<file path="config.mk">
export PLATFORM = sky130hd
export DESIGN_NAME = register_select_encoder
export DESIGN_NICKNAME = d
export VERILOG_FILES = /design/src/rtl/register_select_encoder.sv
export SDC_FILE = /design/constraint.sdc
export NUM_CORES = 1
export LEC_CHECK = 0
export BUFFER_PORTS_ARGS = -buffer_cell sky130_fd_sc_hd__buf_2
export CORE_MARGIN = 2
export CORE_UTILIZATION = 40
export CTS_CLUSTER_DIAMETER = 40
export DETAILED_ROUTE_END_ITERATION = 8
export MAX_ROUTING_LAYER = met4
export PLACE_DENSITY = 0.7
export SLEW_MARGIN = 20
export SYNTH_ARGS = -nofsm -noshare
export SYNTH_HDL_FRONTEND = slang
export SYNTH_SLANG_ARGS = --single-unit
</file>
<file path="constraint.sdc">
create_clock -name clk -period 2.6 [get_ports clk]
set_input_delay 0.26 -clock clk [delete_from_list [all_inputs] [get_ports clk]]
set_output_delay 0.26 -clock clk [all_outputs]
set_load 0.05 [all_outputs]
</file>
<file path="src/rtl/register_select_encoder.sv">
// Streams the set bits of a 32-bit register-select mask out as 5-bit indices,
// lowest first, one per valid/ready handshake. Inverse of the write-select decoder.
module register_select_encoder #(
  parameter int SKIP_ZERO = 1
) (
  input  logic        clk,
  input  logic        reset,
  input  logic        Start_i,
  input  logic [31:0] Select_Register_i,
  input  logic        Ready_i,
  output logic        Valid_o,
  output logic [4:0]  Register_Index_o,
  output logic        Busy_o,
  output logic        Done_o,
  output logic [5:0]  Count_o
);

  typedef enum logic [1:0] {S_IDLE, S_EMIT, S_DONE} state_t;

  state_t      r_state, w_state_nxt;
  logic [31:0] r_pending, w_pending_nxt;
  logic [5:0]  r_count, w_count_nxt;

  logic [31:0] w_load_mask;
  logic [31:0] w_pending_clr;
  logic [4:0]  w_low_idx;

  // x0 is hardwired, so it is optionally stripped before it can ever be emitted
  assign w_load_mask   = (SKIP_ZERO != 0) ? {Select_Register_i[31:1], 1'b0} : Select_Register_i;
  assign w_pending_clr = r_pending & (r_pending - 32'd1);

  always_comb begin
    w_low_idx = '0;
    for (int i = 31; i >= 0; i--) begin
      if (r_pending[i]) w_low_idx = 5'(i);
    end
  end

  always_ff @(posedge clk or negedge reset) begin
    if (!reset) begin
      r_state   <= S_IDLE;
      r_pending <= '0;
      r_count   <= '0;
    end else begin
      r_state   <= w_state_nxt;
      r_pending <= w_pending_nxt;
      r_count   <= w_count_nxt;
    end
  end

  always_comb begin
    w_state_nxt   = r_state;
    w_pending_nxt = r_pending;
    w_count_nxt   = r_count;
    Valid_o       = 1'b0;
    Busy_o        = 1'b0;
    Done_o        = 1'b0;
    case (r_state)
      S_IDLE: begin
        if (Start_i) begin
          w_pending_nxt = w_load_mask;
          w_count_nxt   = '0;
          w_state_nxt   = (w_load_mask == '0) ? S_DONE : S_EMIT;
        end
      end
      S_EMIT: begin
        Valid_o = 1'b1;
        Busy_o  = 1'b1;
        if (Ready_i) begin
          w_pending_nxt = w_pending_clr;
          w_count_nxt   = r_count + 6'd1;
          if (w_pending_clr == '0) w_state_nxt = S_DONE;
        end
      end
      S_DONE: begin
        Busy_o      = 1'b1;
        Done_o      = 1'b1;
        w_state_nxt = S_IDLE;
      end
      default: w_state_nxt = S_IDLE;
    endcase
  end

  assign Register_Index_o = Valid_o ? w_low_idx : 5'd0;
  assign Count_o          = r_count;

endmodule

</file>
==> flow_summary.rst, run 1 <==
.. list-table::
   :header-rows: 1

   * - Metric
     - Value
   * - Number of antenna cells inserted
     - 0
   * - Cell count after synthesis
     - 362
   * - Fraction of layout cells with a size suffix above 1
     - 33.2%
   * - Total of max-cap violations
     - 0
   * - Asr flop ratio synth
     - 100%
   * - Critical path startpoint category
     - flip-flop
   * - Final std cells w/o fill
     - 545
   * - Clock skew
     - 0.00596 ns
   * - Power density of the placed cells
     - 1460 nW/um^2
   * - Number of top-level design ports
     - 50
   * - Share of the synthesized area in the top cell type
     - 32.4%
   * - Root buffer selected by CTS
     - sky130_fd_sc_hd__clkbuf_8
   * - Critical Path Fanout Max
     - 4
   * - Final number of max-transition violations
     - 0
   * - Worst Path Class, Setup
     - flip-flop to flip-flop
   * - Top post-synthesis cells by area
     - sky130_fd_sc_hd__dfrtp_1 32%, sky130_fd_sc_hd__a22oi_1 6.7%, sky130_fd_sc_hd__o21ai_0 6.5%, sky130_fd_sc_hd__nor2_1 4.4%, sky130_fd_sc_hd__a21oi_1 4.0%
   * - Count of endpoints failing setup in the final report
     - 0
   * - Remaining global-route overflow
     - 0
   * - Final clock period utilization by the worst path
     - 98.4%
   * - Yosys warnings
     - 0
   * - Final number of hold-violating endpoints
     - 0
   * - Antenna violations before repair
     - 0
   * - CP arrival
     - 2.79 ns
   * - Synthesized net count
     - 402
   * - Most used flip-flop cell after synthesis
     - sky130_fd_sc_hd__dfrtp_1
   * - Number of global-route vias before repair
     - 3018
   * - Top cell type by total area after synthesis
     - sky130_fd_sc_hd__dfrtp_1
   * - Count of buffers inserted at the top-level ports
     - 48
   * - Drt initial violations
     - 433
   * - Post-Syn Area
     - 3010 um^2
   * - Clock tree from TritonCTS
     - done
   * - Number of routed nets with antenna violations
     - 0
   * - Number of CTS-inserted buffers
     - 5
   * - Outcome
     - finished, final reports clean
   * - Post-synthesis sequential area ratio
     - 32.4%
   * - Clock period minus final worst setup slack
     - 2.56 ns
   * - Register clock-pin slew on the reported worst setup and hold paths
     - 0.09 ns
   * - Detailed-routing iteration count for the pre-antenna-repair pass
     - 5
   * - Register bit count reported by yosys
     - 39
   * - Worst IR drop on VDD
     - 0.649 mV
   * - HPWL after detailed placement
     - 7390 um
   * - Rows
     - 31
   * - Mean Syn Cell Area
     - 8.31 um^2
   * - Vias
     - 3265
   * - Total core area
     - 7250 um^2
   * - Worst skew pair latency
     - 0.30 ns
   * - Pin count of the biggest net entering global routing
     - 40
   * - Total leakage power
     - 1.61 nW
   * - Headroom to the max-slew limit
     - 32.1%
   * - Die Area
     - 8230 um^2
   * - H-tree levels
     - 2
   * - Overall power consumption
     - 5.58 mW
   * - Total Nets Final
     - 485
   * - Post-route cell area
     - 3830 um^2
   * - Sum of routed wire length over all layers
     - 9970 um
   * - Gr usage total
     - 24.3%
   * - Post-synthesis cell type count
     - 63
   * - Area growth from synthesis to layout
     - 27.2%
   * - Average wire per cell in the routed design
     - 18.3 um
   * - Required time worst endpoint
     - 2.83 ns
   * - Drt via density
     - 5.99
   * - Final RePlAce weighted congestion
     - 0.975
   * - Type of the worst min-delay path
     - input pin to async pin
   * - Endpoint kind of the worst setup timing path
     - flip-flop
   * - Die boundary width
     - 90.7 um
   * - Die Y
     - 90.7 um
   * - RSZ-0062 raised after global routing
     - true
   * - First-pass GRT wire length
     - 15600 um
   * - Number of synthesized flops with an enable pin
     - 0
   * - Dpl cell area
     - 3570 um^2
   * - TritonCTS Sinks
     - 39
   * - Max Clock Freq
     - 391 MHz
   * - Largest buffer count on any clock path
     - 2
   * - Placed cell count
     - 531
   * - Most used standard cells in the synthesized netlist
     - 39 x sky130_fd_sc_hd__dfrtp_1, 39 x sky130_fd_sc_hd__o21ai_0, 35 x sky130_fd_sc_hd__nor2_1
   * - Slew at the pin closest to its max-slew limit
     - 1.01 ns
   * - Effective utilization at floorplan
     - 41.5%
   * - DR DRC count
     - 0
## path summary, 6_finish.rpt
path / to / from / slack (ns) / depth (start not counted)
min in group clk: r_pending[17]$_DFFE_PN0P_ / Select_Register_i[17] / 0.18 / 3
min reg2reg: Count_o[5]$_DFFE_PN0P_ / Count_o[5]$_DFFE_PN0P_ / 0.55 / 2
max: r_state[0]$_DFFE_PN0P_ / r_pending[5]$_DFFE_PN0P_ / 0.04 / 9
min: r_pending[3]$_DFFE_PN0P_ / reset / 0.1 / 1
max reg2reg: r_state[0]$_DFFE_PN0P_ / r_pending[5]$_DFFE_PN0P_ / 0.04 / 9
max in group asynchronous: r_pending[22]$_DFFE_PN0P_ / reset / 1.86 / 1
## metrics by stage
stage	util, %	TNS [ns]	worst slack [ns]	hold WS (ns)
2_1_floorplan	-	-0.571	-0.248	-0.0356
3_5_place_dp	49.2	0	0.112	0.447
3_3_place_gp	49.2	0	0.115	0.434
4_1_cts	50.9	0	0.00974	0.120
5_1_grt	52.8	-0.0447	-0.0228	0.156
6_report	52.8	0	0.0420	0.0970
## report_power, final
part	leakage (nW)	total, mW	switching (mW)	internal (mW)
Combinational	1.07	3.75	2.26	1.49
Clock	0.0581	0.532	0.246	0.286
Sequential	0.481	1.30	0.399	0.900
Total	1.61	5.58	2.91	2.67
## layout by cell type (no fill, tap or decap), types with 4 or more instances in the layout
cell and instances:
sky130_fd_sc_hd__a211oi_2 4, sky130_fd_sc_hd__a21oi_1 23, sky130_fd_sc_hd__a22oi_1 27, sky130_fd_sc_hd__buf_2 46, sky130_fd_sc_hd__buf_4 53, sky130_fd_sc_hd__clkbuf_8 5
sky130_fd_sc_hd__dfrtp_1 34, sky130_fd_sc_hd__dfrtp_2 5, sky130_fd_sc_hd__ha_1 4, sky130_fd_sc_hd__inv_1 22, sky130_fd_sc_hd__nand2_1 24, sky130_fd_sc_hd__nand3_1 8
sky130_fd_sc_hd__nand4_1 8, sky130_fd_sc_hd__nor2_1 35, sky130_fd_sc_hd__nor3_1 9, sky130_fd_sc_hd__nor4_1 10, sky130_fd_sc_hd__nor4_4 5, sky130_fd_sc_hd__o21ai_0 38
sky130_fd_sc_hd__o21ai_1 4, sky130_fd_sc_hd__o22ai_1 12, sky130_fd_sc_hd__o31ai_1 8, sky130_fd_sc_hd__or2_2 4, sky130_fd_sc_hd__xor2_1 4
## registers in the layout, indices dropped and copies added (netlist names)
name       count
r_state        2
Count_o        6
r_pending     31
## layout make-up
type	count	area [um^2]
Tap cell	99	124
Fill cell	712	3430
Sequential cell	39	982
Clock buffer	5	68.8
Multi-Input combinational cell	276	1870
Timing Repair Buffer	101	659
Inverter	22	82.6
Clock inverter	3	43.8
## worst max-delay path, stage by stage, from the launching register on
cell and delay, ns:
sky130_fd_sc_hd__dfrtp_1 0.44, sky130_fd_sc_hd__nor4_4 0.41, sky130_fd_sc_hd__buf_4 0.18, sky130_fd_sc_hd__nand3_1 0.14, sky130_fd_sc_hd__buf_4 0.20, sky130_fd_sc_hd__a2bb2oi_2 0.16
sky130_fd_sc_hd__nand4_1 0.17, sky130_fd_sc_hd__nor4_4 0.38, sky130_fd_sc_hd__mux2_4 0.34, sky130_fd_sc_hd__o211ai_2 0.07
## routing by layer
layer / GRT usage [%] / wire, um / up-vias
li1: - / - / 1542
met1: 32.6 / 4490 / 1564
met2: 37.3 / 4600 / 136
met5: - / 0 / -
met3: 5.76 / 691 / 23
met4: 5.77 / 193 / 0
## timing repair
action / CTS / global route
hold buffers: 0 / 0
gates resized for setup: 2 / 17
buffers inserted: 0 / 6
setup endpoints to repair: 1 / 6
pin swaps: 1 / 8
## cells by family (layout without fill, tap and decap cells)
group,count (synthesis),in the layout,share of synthesized area (%)
multiplexers,4,4,1.54
XOR/XNOR,4,4,1.16
adder cells (fa/ha/maj),5,5,2.00
flip-flops,39,39,32.4
AND/OR/NAND/NOR,117,117,22.2
AO/OA/AOI/OAI,146,146,32.5
buffers and inverters,47,131,8.19
Power figures use the tool's default switching activity.
==> run 2: changes to the inputs <==
CORE_MARGIN = 5   (was 2)
SKIP_LAST_GASP = 1   (was not set)
==> run 2 against run 1 <==
Net effect: sequential power about the same; cell area down 3.3%; non-clock buffer count down 11; global-route usage down 3.0 points; combinational power down 4%; die area up 14%; via count down 2.4%; sequential share of layout area up 0.90 points; cell count down 2.0%; register-to-register slack better by 0.03 ns; largest cell class unchanged.
==> flow_summary.rst, run 2 (synthesized netlist as in run 1, its figures left out) <==
.. list-table::
   :header-rows: 1

   * - Metric
     - Value
   * - Outcome
     - finished, final reports clean
   * - Clock skew
     - 0.00224 ns (-0.00372 ns)
   * - Worst IR drop on VDD
     - 0.500 mV (-23%)
   * - H-tree levels
     - 2 (unchanged)
   * - Fraction of layout cells with a size suffix above 1
     - 30.8% (-2.4 points)
   * - Critical path startpoint category
     - flip-flop
   * - Die Area
     - 9360 um^2 (+14%)
   * - Register clock-pin slew on the reported worst setup and hold paths
     - 0.08 ns (about the same)
   * - Net switching fraction of the power
     - 52.4% (+0.25 points)
   * - Number of CTS-inserted buffers
     - 5 (unchanged)
   * - Total of max-cap violations
     - 0 (unchanged)
   * - First-pass GRT wire length
     - 16200 um (+4.1%)
   * - Critical Path Fanout Max
     - 5 (+1)
   * - HPWL after detailed placement
     - 7410 um (+0.28%)
   * - Antenna violations before repair
     - 0 (unchanged)
   * - Internal power
     - 2.54 mW (-4.9%)
   * - Aggregate negative setup slack
     - 0 ns (unchanged)
   * - Clock share of power
     - 8.6% (-0.9 points)
   * - Sum of routed wire length over all layers
     - 9770 um (-2.0%)
   * - Largest buffer count on any clock path
     - 2 (unchanged)
   * - Root buffer selected by CTS
     - sky130_fd_sc_hd__clkbuf_8
   * - Final number of max-transition violations
     - 0 (unchanged)
   * - DR DRC count
     - 0 (unchanged)
   * - Total core area
     - 7290 um^2 (+0.53%)
   * - Pin count of the biggest net entering global routing
     - 40 (unchanged)
   * - Number of antenna cells inserted
     - 0 (unchanged)
   * - Sequential Power Share
     - 24.2% (+0.9 points)
   * - Max Clock Freq
     - 396 MHz (+1.4%)
   * - Worst Path Class, Setup
     - flip-flop to flip-flop
   * - Max reg flops
     - 31 (unchanged)
   * - CP arrival
     - 2.74 ns (-0.05 ns)
   * - Clock period minus final worst setup slack
     - 2.52 ns (-0.0346 ns)
   * - TritonCTS Sinks
     - 39 (unchanged)
   * - Area growth from synthesis to layout
     - 23.0%
   * - Die Y
     - 96.7 um (+6.6%)
   * - Headroom to the max-slew limit
     - 18.1% (-14 points)
   * - Average wire per cell in the routed design
     - 18.3 um (about the same)
   * - Worst skew pair latency
     - 0.29 ns (about the same)
   * - Final number of hold-violating endpoints
     - 0 (unchanged)
   * - Die boundary width
     - 96.7 um (+6.6%)
   * - Total Nets Final
     - 474 (-2.3%)
   * - Dpl cell area
     - 3530 um^2 (-1.1%)
   * - Rows
     - 31 (unchanged)
   * - Count of buffers inserted at the top-level ports
     - 48 (unchanged)
   * - Total leakage power
     - 1.55 nW (-4.2%)
   * - Clock tree from TritonCTS
     - done
   * - Largest reg by FF count
     - r_pending
   * - Drt initial violations
     - 285 (-34%)
   * - Fill cell count
     - 750 (+5.3%)
   * - Number of routed nets with antenna violations
     - 0 (unchanged)
   * - Type of the worst min-delay path
     - input pin to async pin
   * - Number of global-route vias before repair
     - 3109 (+3.0%)
   * - Vias
     - 3187 (-2.4%)
   * - Remaining global-route overflow
     - 0 (unchanged)
   * - Final RePlAce weighted congestion
     - 0.993 (+1.8%)
   * - Hold_ws
     - 0.103 ns (+0.00561 ns)
   * - Number of top-level design ports
     - 50 (unchanged)
   * - Detailed-routing iteration count for the pre-antenna-repair pass
     - 5 (unchanged)
   * - Power density of the placed cells
     - 1440 nW/um^2 (-1.2%)
   * - RSZ-0062 raised after global routing
     - true
   * - Count of endpoints failing setup in the final report
     - 0 (unchanged)
   * - Net switching power of the design
     - 2.79 mW (-4.0%)
   * - Endpoint kind of the worst setup timing path
     - flip-flop
   * - Combinational power share
     - 67.3% (about the same)
   * - Final Util
     - 50.8% (-2.0 points)
   * - Post-route cell area
     - 3700 um^2 (-3.3%)
   * - Slew at the pin closest to its max-slew limit
     - 1.22 ns (+0.207 ns)
   * - Final clock period utilization by the worst path
     - 97.1% (-1.3 points)
   * - Gr usage total
     - 21.4% (-3.0 points)
   * - Required time worst endpoint
     - 2.82 ns (about the same)
   * - Most common library cell in the layout ignoring fill and taps
     - sky130_fd_sc_hd__buf_2
   * - Drt via density
     - 5.97 (-0.38%)
   * - Effective utilization at floorplan
     - 41.3% (-0.22 points)
   * - Overall power consumption
     - 5.33 mW (-4.4%)
   * - Highest-count cells in the layout ignoring fill and taps
     - 47 x sky130_fd_sc_hd__buf_2, 42 x sky130_fd_sc_hd__buf_4, 38 x sky130_fd_sc_hd__o21ai_0
## run 2: path summary, 6_finish.rpt
path,to,slack [ns],cells after the start,start
setup reg to reg,r_state[0]$_DFFE_PN0P_,0.08,8,r_pending[8]$_DFFE_PN0P_
hold reg to reg,Count_o[5]$_DFFE_PN0P_,0.54,2,Count_o[5]$_DFFE_PN0P_
hold / removal,r_pending[5]$_DFFE_PN0P_,0.10,1,reset
setup / recovery,r_state[0]$_DFFE_PN0P_,0.08,8,r_pending[8]$_DFFE_PN0P_
max in group asynchronous,r_pending[22]$_DFFE_PN0P_,1.87,1,reset
min in group clk,r_pending[19]$_DFFE_PN0P_,0.19,3,Select_Register_i[19]
## run 2: through the flow
step                setup WS [ns]  std cells
floorplan                  -0.248        362
global placement            0.117        526
detailed placement         0.0538        526
CTS                        0.0328        534
global route             -0.00990        534
finish                     0.0766        534
## run 2: layer usage
| layer | global-route usage [%] | vias up | part of all wire [%] |
|---|---|---|---|
| met5 | - | - | 0 |
| met4 | 7.88 | 0 | 2.6 |
| met3 | 3.02 | 14 | 4.9 |
| met2 | 33.4 | 104 | 47 |
| met1 | 28.2 | 1555 | 45 |
| li1 | - | 1514 | - |
## run 2: power by group through the flow
stage | Sequential (mW) | Clock [mW] | Combinational [mW]
floorplan | 1.28 | 0 | 2.40
global placement | 1.24 | 0 | 3.41
detailed placement | 1.26 | 0 | 3.44
CTS | 1.25 | 0.462 | 3.47
global route | 1.33 | 0.493 | 3.92
finish | 1.29 | 0.456 | 3.59
## run 2: cell type report
type	count	area, um^2	share of cell area [%]
clock buffer	8	100	2.70
inverter	22	82.6	2.23
multi-input combinational	276	1850	50.0
sequential	39	983	26.6
tap	99	124	3.35
timing repair buffer	90	562	15.2
## run 2: critical path, cell delays in order, from the launching register on
cell                        delay [ns]
sky130_fd_sc_hd__dfrtp_1          0.41
sky130_fd_sc_hd__buf_4            0.17
sky130_fd_sc_hd__or2_2            0.32
sky130_fd_sc_hd__a2111oi_4        0.38
sky130_fd_sc_hd__a2bb2oi_2        0.19
sky130_fd_sc_hd__nand4_1          0.17
sky130_fd_sc_hd__nor4_4           0.41
sky130_fd_sc_hd__mux2_4           0.34
sky130_fd_sc_hd__o211ai_2         0.07
## run 2: repair_timing
action	4_1_cts	5_1_grt
pin swaps	0	5
hold buffers	0	0
gates cloned	0	0
endpoints found under the setup margin	1	3
setup buffers	0	0
endpoints found under the hold margin	0	0
resized for setup	1	14
==> run 3: changes to the inputs <==
PLACE_DENSITY = 0.63   (was 0.7)
==> run 3 against run 2 <==
Net effect: register-to-register slack worse by 0.06 ns; worst setup slack worse by 0.065 ns; cell count rose by 0.56%; routed wire length increased by 2.0%; cell area rose by 1.0%; global-route usage is 0.29 points higher; critical path depth fell by 1; critical path type unchanged; sequential power about the same; first-iteration DRC count is 20% lower.
==> flow_summary.rst, run 3 (synthesized netlist as in run 1, its figures left out) <==
.. list-table::
   :header-rows: 1

   * - Metric
     - Value
   * - Detailed-routing iteration count for the pre-antenna-repair pass
     - 5 (unchanged)
   * - Max reg flops
     - 31 (unchanged)
   * - Critical Path Fanout Max
     - 7 (+2)
   * - Final clock period utilization by the worst path
     - 99.5% (+2.5 points)
   * - Most common library cell in the layout ignoring fill and taps
     - sky130_fd_sc_hd__buf_2
   * - H-tree levels
     - 2 (unchanged)
   * - Drt initial violations
     - 227 (-20%)
   * - Overall power consumption
     - 5.42 mW (+1.6%)
   * - DR DRC count
     - 0 (unchanged)
   * - TritonCTS Sinks
     - 39 (unchanged)
   * - Gr usage total
     - 21.7% (+0.29 points)
   * - HPWL after detailed placement
     - 7190 um (-2.9%)
   * - Critical path startpoint category
     - flip-flop
   * - Outcome
     - finished, final reports clean
   * - Number of CTS-inserted buffers
     - 5 (unchanged)
   * - Max Clock Freq
     - 386 MHz (-2.5%)
   * - Largest buffer count on any clock path
     - 2 (unchanged)
   * - Remaining global-route overflow
     - 0 (unchanged)
   * - Required time worst endpoint
     - 2.83 ns (about the same)
   * - Number of antenna cells inserted
     - 0 (unchanged)
   * - Internal power
     - 2.60 mW (+2.4%)
   * - Number of top-level design ports
     - 50 (unchanged)
   * - First-pass GRT wire length
     - 16300 um (+0.26%)
   * - Endpoint kind of the worst setup timing path
     - flip-flop
   * - Net switching power of the design
     - 2.82 mW (+0.87%)
   * - Type of the worst min-delay path
     - input pin to async pin
   * - Root buffer selected by CTS
     - sky130_fd_sc_hd__clkbuf_8
   * - Final RePlAce weighted congestion
     - 0.962 (-3.2%)
   * - Pin count of the biggest net entering global routing
     - 52 (+30%)
   * - Area of combinational cells with multiple inputs
     - 1840 um^2 (-0.34%)
   * - Net switching fraction of the power
     - 52.0% (-0.39 points)
   * - Sum of routed wire length over all layers
     - 9970 um (+2.0%)
   * - Number of global-route vias before repair
     - 3183 (+2.4%)
   * - Final Worst Setup Slack
     - 0.0119 ns (-0.0647 ns)
   * - Clock skew
     - 0.00818 ns (+0.00594 ns)
   * - Largest reg by FF count
     - r_pending
   * - Worst skew pair latency
     - 0.30 ns (about the same)
   * - Average wire per cell in the routed design
     - 18.6 um (+1.4%)
   * - Worst IR drop on VDD
     - 0.486 mV (-2.8%)
   * - Final number of max-transition violations
     - 0 (unchanged)
   * - Total Nets Final
     - 477 (+0.63%)
   * - Vias
     - 3236 (+1.5%)
   * - Register clock-pin slew on the reported worst setup and hold paths
     - 0.08 ns (about the same)
   * - Clock share of power
     - 10.0% (+1.4 points)
   * - Clock tree from TritonCTS
     - done
   * - Die Y
     - 96.7 um (unchanged)
   * - Combinational power share
     - 66.5% (-0.8 points)
   * - Dpl cell area
     - 3510 um^2 (-0.64%)
   * - Headroom to the max-slew limit
     - 37.9% (+20 points)
   * - Count of endpoints failing setup in the final report
     - 0 (unchanged)
   * - Critical path startpoint
     - r_pending[3]$_DFFE_PN0P_
   * - Critical register-to-register path endpoint
     - r_state[0]$_DFFE_PN0P_
   * - Worst Path Class, Setup
     - flip-flop to flip-flop
   * - Final number of hold-violating endpoints
     - 0 (unchanged)
   * - Antenna violations before repair
     - 0 (unchanged)
   * - Area growth from synthesis to layout
     - 24.3%
   * - Cell-by-cell listing of the critical path
     - or4_4 > a2111oi_4 > a2bb2oi_2 > nand4_1 > nor4_4 > mux2_4 > o211ai_2
   * - CP peak stage delay
     - 0.55 ns (+0.14 ns)
   * - CP arrival
     - 2.82 ns (+0.08 ns)
   * - Drt via density
     - 6.03 (+0.97%)
   * - Power density of the placed cells
     - 1450 nW/um^2 (+0.57%)
   * - Hold_buf cts
     - 0 (unchanged)
   * - Total leakage power
     - 1.58 nW (+2.1%)
   * - Slew at the pin closest to its max-slew limit
     - 0.922 ns (-0.294 ns)
   * - Register-to-register setup slack
     - 0.01 ns (-0.06 ns)
   * - Clock period minus final worst setup slack
     - 2.59 ns (+0.0647 ns)
   * - Depth of the worst register-to-register path
     - 7 (-1)
   * - Total of max-cap violations
     - 0 (unchanged)
   * - Capture point of the critical path
     - r_state[0]$_DFFE_PN0P_
   * - Total core area
     - 7290 um^2 (unchanged)
   * - Count of buffers inserted at the top-level ports
     - 48 (unchanged)
   * - Fraction of layout cells with a size suffix above 1
     - 31.1% (+0.25 points)
   * - Reg-to-reg startpoint
     - r_pending[3]$_DFFE_PN0P_
   * - Highest-count cells in the layout ignoring fill and taps
     - 47 x sky130_fd_sc_hd__buf_2, 45 x sky130_fd_sc_hd__buf_4, 38 x sky130_fd_sc_hd__o21ai_0
   * - Rows
     - 31 (unchanged)
   * - Die Area
     - 9360 um^2 (unchanged)
   * - Area of all sequential standard cells
     - 980 um^2 (-0.38%)
   * - Post-route cell area
     - 3740 um^2 (+1.0%)
   * - Number of routed nets with antenna violations
     - 0 (unchanged)
   * - RSZ-0062 raised after global routing
     - true
   * - Die boundary width
     - 96.7 um (unchanged)
   * - Final Util
     - 51.3% (+0.53 points)
   * - Sequential Power Share
     - 23.4% (-0.8 points)
   * - Effective utilization at floorplan
     - 41.3% (unchanged)
   * - Worst slack after detailed placement
     - 0.0509 ns (-0.00291 ns)
   * - Max stage delay cell, worst path
     - sky130_fd_sc_hd__or4_4
   * - Fill cell count
     - 747 (-0.40%)
## run 3: cell count changes in the layout (fill, tap and decap cells not counted), sizes merged
cell	before	now
buf	90	93
clkbuf	8	6
bufinv	0	1
clkinv	0	1
## run 3: cell type report
type | count | area share (%)
multi-input combinational | 276 | 49.3
sequential | 39 | 26.2
timing repair buffer | 93 | 15.9
tap | 99 | 3.31
clock buffer | 6 | 2.21
inverter | 22 | 2.21
clock inverter | 2 | 0.936
## run 3: power groups by stage
stage	sequential [mW]	clock [mW]	combinational, mW
after floorplan	1.28	0	2.40
after global placement	1.25	0	3.39
after detailed placement	1.26	0	3.43
after CTS	1.25	0.547	3.45
after global routing	1.31	0.575	3.93
final	1.27	0.543	3.61
## run 3: layer usage
| layer | part of all wire [%] | vias to the layer above | track usage, % |
|---|---|---|---|
| li1 | - | 1517 | - |
| met1 | 47 | 1586 | 29.4 |
| met2 | 45 | 109 | 32.1 |
| met3 | 4.6 | 24 | 3.88 |
| met4 | 3.0 | 0 | 8.53 |
| met5 | 0 | - | - |
## run 3: worst min path at each step
| stage | from | endpoint | slack [ns] | cells after the start |
|---|---|---|---|---|
| floorplan | reset | Count_o[0]$_DFFE_PN0P_ | -0.04 | 0 |
| global placement | reset | r_pending[1]$_DFFE_PN0P_ | 0.44 | 1 |
| global route | reset | r_pending[31]$_DFFE_PN0P_ | 0.17 | 1 |
| finish | reset | r_pending[27]$_DFFE_PN0P_ | 0.09 | 1 |
| detailed placement | reset | r_pending[8]$_DFFE_PN0P_ | 0.44 | 1 |
| CTS | reset | r_pending[31]$_DFFE_PN0P_ | 0.12 | 1 |
## run 3: metrics by stage
step / instances / TNS [ns] / hold slack, ns
final: 537 / 0 / 0.0911
after global routing: 537 / -0.161 / 0.173
after CTS: 531 / 0 / 0.122
after detailed placement: 523 / 0 / 0.443
after global placement: 523 / 0 / 0.437
after floorplan: 362 / -0.571 / -0.0356
## run 3: worst max-delay path: cells and delay by family, from the launching register on
kind,cells,cell delay (ns)
AO/OA/AOI/OAI,3,0.63
flip-flops,1,0.47
multiplexers,1,0.34
AND/OR/NAND/NOR,3,1.08
## run 3: repair_timing
action,CTS,global route
gates resized for setup,0,12
setup endpoints to repair,0,17
buffers inserted,0,6
